`config.mk`:
```
export PLATFORM = sky130hd
export DESIGN_NAME = branch_retire_queue_flat
export DESIGN_NICKNAME = d
export VERILOG_FILES = /design/src/rtl/branch_retire_queue_pkg.sv /design/src/rtl/branch_retire_queue_if.sv /design/src/rtl/branch_retire_queue_fifo.sv /design/src/rtl/branch_retire_queue.sv /design/src/flat_wrapper.sv
export SDC_FILE = /design/constraint.sdc
export NUM_CORES = 1
export LEC_CHECK = 0
export CAP_MARGIN = 20
export CORE_ASPECT_RATIO = 1.1
export CORE_MARGIN = 10
export CORE_UTILIZATION = 64
export CTS_CLUSTER_DIAMETER = 100
export DETAILED_ROUTE_END_ITERATION = 7
export PLACE_DENSITY = 0.86
export SLEW_MARGIN = 10
export SYNTH_ARGS = -nofsm -noshare
export SYNTH_HDL_FRONTEND = slang
export SYNTH_HIERARCHICAL = 1
export SYNTH_SLANG_ARGS = --single-unit
```
`constraint.sdc`:
```
create_clock -name clk -period 19.4 [get_ports clk]
set_clock_uncertainty 0.15 [all_clocks]
set_input_delay 3.88 -clock clk [delete_from_list [all_inputs] [get_ports clk]]
set_output_delay 3.88 -clock clk [all_outputs]
set_load 0.02 [all_outputs]
```
`src/rtl/branch_retire_queue_pkg.sv`:
```
// Shared types and constants for the retire branch-update queue.
// Optional coalescing is enabled by defining BRQ_COALESCE_EN.
package branch_retire_queue_pkg;

    localparam int BRQ_ADDR_WIDTH = 32;
    localparam int BRQ_DEPTH      = 8;

    typedef struct packed {
        logic [BRQ_ADDR_WIDTH-1:0] pc;
        logic [BRQ_ADDR_WIDTH-1:0] target;
        logic                      taken;
    } brq_entry_t;

    function automatic logic [1:0] popcount2(input logic [1:0] v);
        return {1'b0, v[0]} + {1'b0, v[1]};
    endfunction

endpackage

```
`src/rtl/branch_retire_queue_if.sv`:
```
// Retire branch-update channel from the commit side to the fetch BTB.
// The BTB always accepts, so there is no ready signal.
interface retire_if
    import branch_retire_queue_pkg::*;
#(
    parameter int ADDR_WIDTH = BRQ_ADDR_WIDTH
);
    logic                  retire_branch_valid;
    logic [ADDR_WIDTH-1:0] update_btb_pc;
    logic [ADDR_WIDTH-1:0] update_btb_target;
    logic                  update_btb_taken;

    modport retire_branch_source (
        output retire_branch_valid,
        output update_btb_pc,
        output update_btb_target,
        output update_btb_taken
    );

    modport retire_branch_sink (
        input retire_branch_valid,
        input update_btb_pc,
        input update_btb_target,
        input update_btb_taken
    );
endinterface

```
`src/rtl/branch_retire_queue_fifo.sv`:
```
// Generic 2-write/1-read circular FIFO; writes are pre-compacted.
// Pointers carry an extra wrap bit so full and empty are distinct.
module brq_fifo_2w1r
    import branch_retire_queue_pkg::*;
#(
    parameter type T      = brq_entry_t,
    parameter int  DEPTH  = BRQ_DEPTH,
    localparam int IW     = $clog2(DEPTH),
    localparam int PW     = IW + 1
) (
    input  logic          clk,
    input  logic          rst_n,
    input  logic [1:0]    i_wr_cnt,
    input  T              i_wr_data [2],
    input  logic          i_rd_en,
    output T              o_rd_data,
    output logic          o_empty,
    output logic          o_full,
    output logic [PW-1:0] o_count
);

    T              r_mem [DEPTH];
    logic [PW-1:0] r_head;
    logic [PW-1:0] r_tail;
    logic [IW-1:0] w_tidx;
    logic [IW-1:0] w_tidx1;

    assign w_tidx  = r_tail[IW-1:0];
    assign w_tidx1 = w_tidx + IW'(1);

    // Write up to two compacted entries at tail and tail+1.
    always_ff @(posedge clk) begin
        if (i_wr_cnt != 2'd0) r_mem[w_tidx] <= i_wr_data[0];
        if (i_wr_cnt == 2'd2) r_mem[w_tidx1] <= i_wr_data[1];
    end

    // Advance tail by the write count and head by one per read.
    always_ff @(posedge clk or negedge rst_n) begin
        if (!rst_n) begin
            r_head <= '0;
            r_tail <= '0;
        end else begin
            r_tail <= r_tail + PW'(i_wr_cnt);
            r_head <= r_head + PW'(i_rd_en);
        end
    end

    assign o_rd_data = r_mem[r_head[IW-1:0]];
    assign o_empty   = (r_head == r_tail);
    assign o_full    = (r_head[IW-1:0] == r_tail[IW-1:0]) &&
                       (r_head[IW] != r_tail[IW]);
    assign o_count   = r_tail - r_head;

endmodule

```
`src/rtl/branch_retire_queue.sv`:
```
// Collects up to two retired branches per cycle and emits one BTB update.
// Define BRQ_COALESCE_EN to drop an older same-set branch in a dual retire.
module branch_retire_queue
    import branch_retire_queue_pkg::*;
#(
    parameter int  ADDR_WIDTH  = BRQ_ADDR_WIDTH,
    parameter int  DEPTH       = BRQ_DEPTH,
    parameter int  BTB_ENTRIES = 16,
    parameter int  BTB_WIDTH   = $clog2(BTB_ENTRIES),
    localparam int PW          = $clog2(DEPTH) + 1
) (
    input  logic                      clk,
    input  logic                      rst_n,
    input  logic [1:0]                commit_br_valid,
    input  logic [1:0][ADDR_WIDTH-1:0] commit_br_pc,
    input  logic [1:0][ADDR_WIDTH-1:0] commit_br_target,
    input  logic [1:0]                commit_br_taken,
    output logic                      commit_ready,
    output logic [PW-1:0]             occupancy,
    output logic                      overflow_err,
    retire_if.retire_branch_source    retire_branch_bus
);

`ifdef BRQ_COALESCE_EN
    localparam bit COALESCE = 1'b1;
`else
    localparam bit COALESCE = 1'b0;
`endif

    typedef struct packed {
        logic [ADDR_WIDTH-1:0] pc;
        logic [ADDR_WIDTH-1:0] target;
        logic                  taken;
    } entry_t;

    entry_t        w_lane [2];
    entry_t        w_wr_data [2];
    entry_t        w_rd;
    logic [1:0]    w_v;
    logic [1:0]    w_wr_cnt;
    logic          w_same_set;
    logic          w_empty;
    logic          w_full;
    logic          r_overflow;

    assign w_same_set = (commit_br_pc[0][BTB_WIDTH+1:2] ==
                         commit_br_pc[1][BTB_WIDTH+1:2]);

    assign commit_ready = !w_full && (occupancy <= PW'(DEPTH - 2));

    // Coalesce same-set pairs, then compact valid lanes oldest first.
    always_comb begin
        w_lane[0] = '{commit_br_pc[0], commit_br_target[0],
                      commit_br_taken[0]};
        w_lane[1] = '{commit_br_pc[1], commit_br_target[1],
                      commit_br_taken[1]};
        w_v = commit_br_valid;
        if (COALESCE && (&commit_br_valid) && w_same_set) w_v = 2'b10;
        w_wr_data[0] = w_v[0] ? w_lane[0] : w_lane[1];
        w_wr_data[1] = w_lane[1];
        w_wr_cnt     = commit_ready ? popcount2(w_v) : 2'd0;
    end

    brq_fifo_2w1r #(
        .T     (entry_t),
        .DEPTH (DEPTH)
    ) u_fifo (
        .clk       (clk),
        .rst_n     (rst_n),
        .i_wr_cnt  (w_wr_cnt),
        .i_wr_data (w_wr_data),
        .i_rd_en   (!w_empty),
        .o_rd_data (w_rd),
        .o_empty   (w_empty),
        .o_full    (w_full),
        .o_count   (occupancy)
    );

    // Sticky flag: a branch was offered while the queue could not take it.
    always_ff @(posedge clk or negedge rst_n) begin
        if (!rst_n) r_overflow <= 1'b0;
        else if ((|commit_br_valid) && !commit_ready) r_overflow <= 1'b1;
    end

    assign overflow_err = r_overflow;

    assign retire_branch_bus.retire_branch_valid = !w_empty;
    assign retire_branch_bus.update_btb_pc       = w_empty ? '0 : w_rd.pc;
    assign retire_branch_bus.update_btb_target   = w_empty ? '0 : w_rd.target;
    assign retire_branch_bus.update_btb_taken    = !w_empty && w_rd.taken;

endmodule

```
`src/flat_wrapper.sv`:
```
// flat-port wrapper written by rule: the top's interface ports become plain ports
module branch_retire_queue_flat import branch_retire_queue_pkg::*;
#(
    parameter int  ADDR_WIDTH  = BRQ_ADDR_WIDTH,
    parameter int  DEPTH       = BRQ_DEPTH,
    parameter int  BTB_ENTRIES = 16,
    parameter int  BTB_WIDTH   = $clog2(BTB_ENTRIES),
    localparam int PW          = $clog2(DEPTH) + 1
)
  (clk, rst_n, commit_br_valid, commit_br_pc, commit_br_target, commit_br_taken, commit_ready, occupancy, overflow_err, retire_branch_bus_retire_branch_valid, retire_branch_bus_update_btb_pc, retire_branch_bus_update_btb_target, retire_branch_bus_update_btb_taken);
  retire_if #(.ADDR_WIDTH(ADDR_WIDTH)) retire_branch_bus_i ();
  input  logic clk;
  input  logic rst_n;
  input  logic [1:0] commit_br_valid;
  input  logic [1:0][ADDR_WIDTH-1:0] commit_br_pc;
  input  logic [1:0][ADDR_WIDTH-1:0] commit_br_target;
  input  logic [1:0] commit_br_taken;
  output logic commit_ready;
  output logic [PW-1:0] occupancy;
  output logic overflow_err;
  output wire logic [$bits(retire_branch_bus_i.retire_branch_valid)-1:0] retire_branch_bus_retire_branch_valid;
  output wire logic [$bits(retire_branch_bus_i.update_btb_pc)-1:0] retire_branch_bus_update_btb_pc;
  output wire logic [$bits(retire_branch_bus_i.update_btb_target)-1:0] retire_branch_bus_update_btb_target;
  output wire logic [$bits(retire_branch_bus_i.update_btb_taken)-1:0] retire_branch_bus_update_btb_taken;
  assign retire_branch_bus_retire_branch_valid = retire_branch_bus_i.retire_branch_valid;
  assign retire_branch_bus_update_btb_pc = retire_branch_bus_i.update_btb_pc;
  assign retire_branch_bus_update_btb_target = retire_branch_bus_i.update_btb_target;
  assign retire_branch_bus_update_btb_taken = retire_branch_bus_i.update_btb_taken;
  branch_retire_queue #(.ADDR_WIDTH(ADDR_WIDTH), .DEPTH(DEPTH), .BTB_ENTRIES(BTB_ENTRIES), .BTB_WIDTH(BTB_WIDTH)) u_core (.clk(clk), .rst_n(rst_n), .commit_br_valid(commit_br_valid), .commit_br_pc(commit_br_pc), .commit_br_target(commit_br_target), .commit_br_taken(commit_br_taken), .commit_ready(commit_ready), .occupancy(occupancy), .overflow_err(overflow_err), .retire_branch_bus(retire_branch_bus_i));
endmodule
```
==> results.cfg <==
[cells_and_area]
drive_gt1_share_pct = 43.8
seq_area_um2 = 15800
n_antenna_cell = 0
area.growth.synth_to_final_pct = 14.5
multi_input_area_um2 = 11500
num-fill-cells = 2640
nets = 2003

[floorplan]
core_area_um2 = 43200
dieArea_um2 = 52300
ioPinCount = 206
rows = 80
die_y_um = 239
fp.dieW_um = 219
initial_core_util_pct = 64.5

[routing]
dr.pass1.iters = 5
via_per_inst = 6.38
wl_per_cell_um = 26.5
first_iter_violations = 1160
wl_um = 65500
vias = 15743
route.detailed.drc = 0
antenna_left = 0

[yosys]
synth_top_cell_by_area = edfxtp_1
yosys.area_share.simple_pct = 4.56
synth_top_family_by_area = multiplexers
synth_compound_area_share_pct = 0.350
synth_area_um2 = 27900
syn_inst = 1687
synth_warnings = 6
syn_nets = 1833
synth_most_common_cell = mux2_2
synth_edf_count = 520
synth-xor-area-share_pct = 0.336
ys_types = 34
syn_area_per_cell_um2 = 16.5
yosysSeqAreaShare_pct = 56.8
synthMuxAreaShare_pct = 34.6
ys.flop_type = edfxtp_1
ys_seq_elements = 529
yosysTopAreaCellShare_pct = 56.0
synth_common_cells = 538 x mux2_2, 520 x edfxtp_1, 205 x nand2_1
synthTopCellsByArea = edfxtp_1 56%, mux2_2 22%, mux4_2 10%
synth_fa_ha_area_share_pct = 0.592
synthArstFlopShare_pct = 1.70

[sta]
setup_slack_ns = 10.94
whs_ns = 0.346
setup_viol = 0
period_share_pct = 43.6
max_freq_ghz = 0.118
final_max_slew_viol_count = 0
timing_hold_violations_final = 0
worst_slew_pin_slew_ns = 1.17
fin_crit_ns = 8.46
rsz0062_at_grt = no
tns_ns = 0
slew_headroom_pct = 22.0

[clock_tree]
cts.repair.resized = 0
cts_buffer_depth = 3
cts_sinks = 529
numCtsBuffers = 53
cts_max_level = 2
cts.clk_slew.worst_paths_ns = 0.06
clk_latency_ns = 0.60
cts_tree = yes
root_buffer = clkbuf_16
cts-hold-fix-buffers = 0
cts_setup_buffers = 0

[placement]
pre_cts_slack_ns = 10.96
gp_congestion = 0.767
hpwl_um = 37000
io_buffers = 205

[status]
status = complete, no violations

[critical_path]
cp.arrival_ns = 4.43
r2r-start = u_core/u_fifo/r_head[2]
path_cells = inv_1 > ha_1 > nand3_1 > nor2_4 > buf_4 > nor2b_1 > clkdlybuf4s50_1
cp_slowest_cell = dfrtp_4
critical_path_class = reg -> out
cp-startpoint = u_core/u_fifo/r_head[2]
crit_path_end_kind = output port
required_ns = 15.37
critPathMaxFanout = 67
cp-start-kind = register
max_stage_delay_ns = 1.16

[grt]
grt_max_degree = 101
grt_usage_pct = 25.2
grt_pass1_wl_um = 102000
antenna_found_initial = 0
grt_pass1_vias = 17253
grt_overflow = 0

[pwr]
ir_drop_mv = 0.119
power-per-cell-area_nw_per_um2 = 156
p_leak_uw = 0.0110

[worst_hold_path]
holdCritPathClass = reg -> reg
hold_start = u_core/u_fifo/r_head[3]

[flow_run]
maxCapViolCount = 0
## per-stage QoR
stage	instance area, um^2	total power, uW	std cells	utilization (%)
2_1_floorplan	27900	3240	1687	-
3_3_place_gp	30300	3990	2375	70.1
3_5_place_dp	30300	4040	2375	70.1
4_1_cts	31900	5020	2467	73.8
5_1_grt	31900	5210	2468	73.8
6_report	31900	4980	2468	73.8
## metal layers
layer | GRT usage, % | share of wire [%] | up-vias
met3 | 3.58 | 6.1 | 88
met4 | 8.24 | 2.5 | 0
met5 | 0 | 0 | -
met2 | 44.6 | 53 | 555
li1 | - | - | 6942
met1 | 31.4 | 38 | 8158
## registers in the layout, indices dropped and copies added (netlist names)
name,count
u_core/u_fifo/r_mem,520
u_core/u_fifo/r_head,4
u_core/u_fifo/r_tail,4
u_core/overflow_err,1
## worst max-delay path: cells and delay by family (launching register included)
| family | cells | cell delay [ns] |
|---|---|---|
| AND/OR/NAND/NOR | 3 | 1.01 |
| buffers and inverters | 3 | 1.19 |
| adder cells (fa/ha/maj) | 1 | 0.40 |
| flip-flops | 1 | 1.16 |
## power breakdown
group / switching, uW / internal [uW] / total [uW]
sequential: 138 / 1680 / 1820
combinational: 1200 / 996 / 2190
clock: 414 / 555 / 970
## final timing paths
path | to | slack, ns | cells past startpoint
worst min register to register | u_core/u_fifo/r_head[3] | 0.35 | 1
min in group asynchronous | u_core/u_fifo/r_head[0] | 3.42 | 1
worst max-delay path | retire_branch_bus_update_btb_target[31] | 10.94 | 7
max in group asynchronous | u_core/u_fifo/r_head[2] | 15.37 | 1
worst max register to register | u_core/u_fifo/r_mem[2][38] | 13.60 | 11
worst min-delay path | u_core/u_fifo/r_head[3] | 0.35 | 1
## cells in the final DEF (no fill, tap or decap), types with 4 or more instances in the layout
cell type,n
mux4_2,130
clkinv_2,10
clkbuf_1,16
clkinv_1,7
clkbuf_16,55
nand2_1,199
nor2b_1,66
ha_1,10
mux2_2,538
inv_1,8
dfrtp_1,6
edfxtp_1,520
buf_4,24
nand2_4,6
mux2_1,8
xnor2_1,4
mux2_4,39
o21ai_4,4
clkdlybuf4s50_1,204
## cells by family (layout without fill, tap and decap cells)
logic type / Yosys count / after routing
adders and majority gates: 12 / 12
xor gates and xnor gates: 9 / 9
muxes: 715 / 715
and+or+nand+nor: 283 / 283
AOI/OAI and AO/OA: 15 / 15
DFF: 529 / 529
buffers and inverters: 124 / 331
## area by class of cell
cell class                 instances  area share, %
clock inverter                    21          0.549
timing repair buffer             230           7.08
multi-input combinational       1034           35.9
inverter                           9          0.106
tap                              574           2.25
sequential                       529           49.6
clock buffer                      71           4.50
Note: power is estimated with default switching activity, not from simulation.
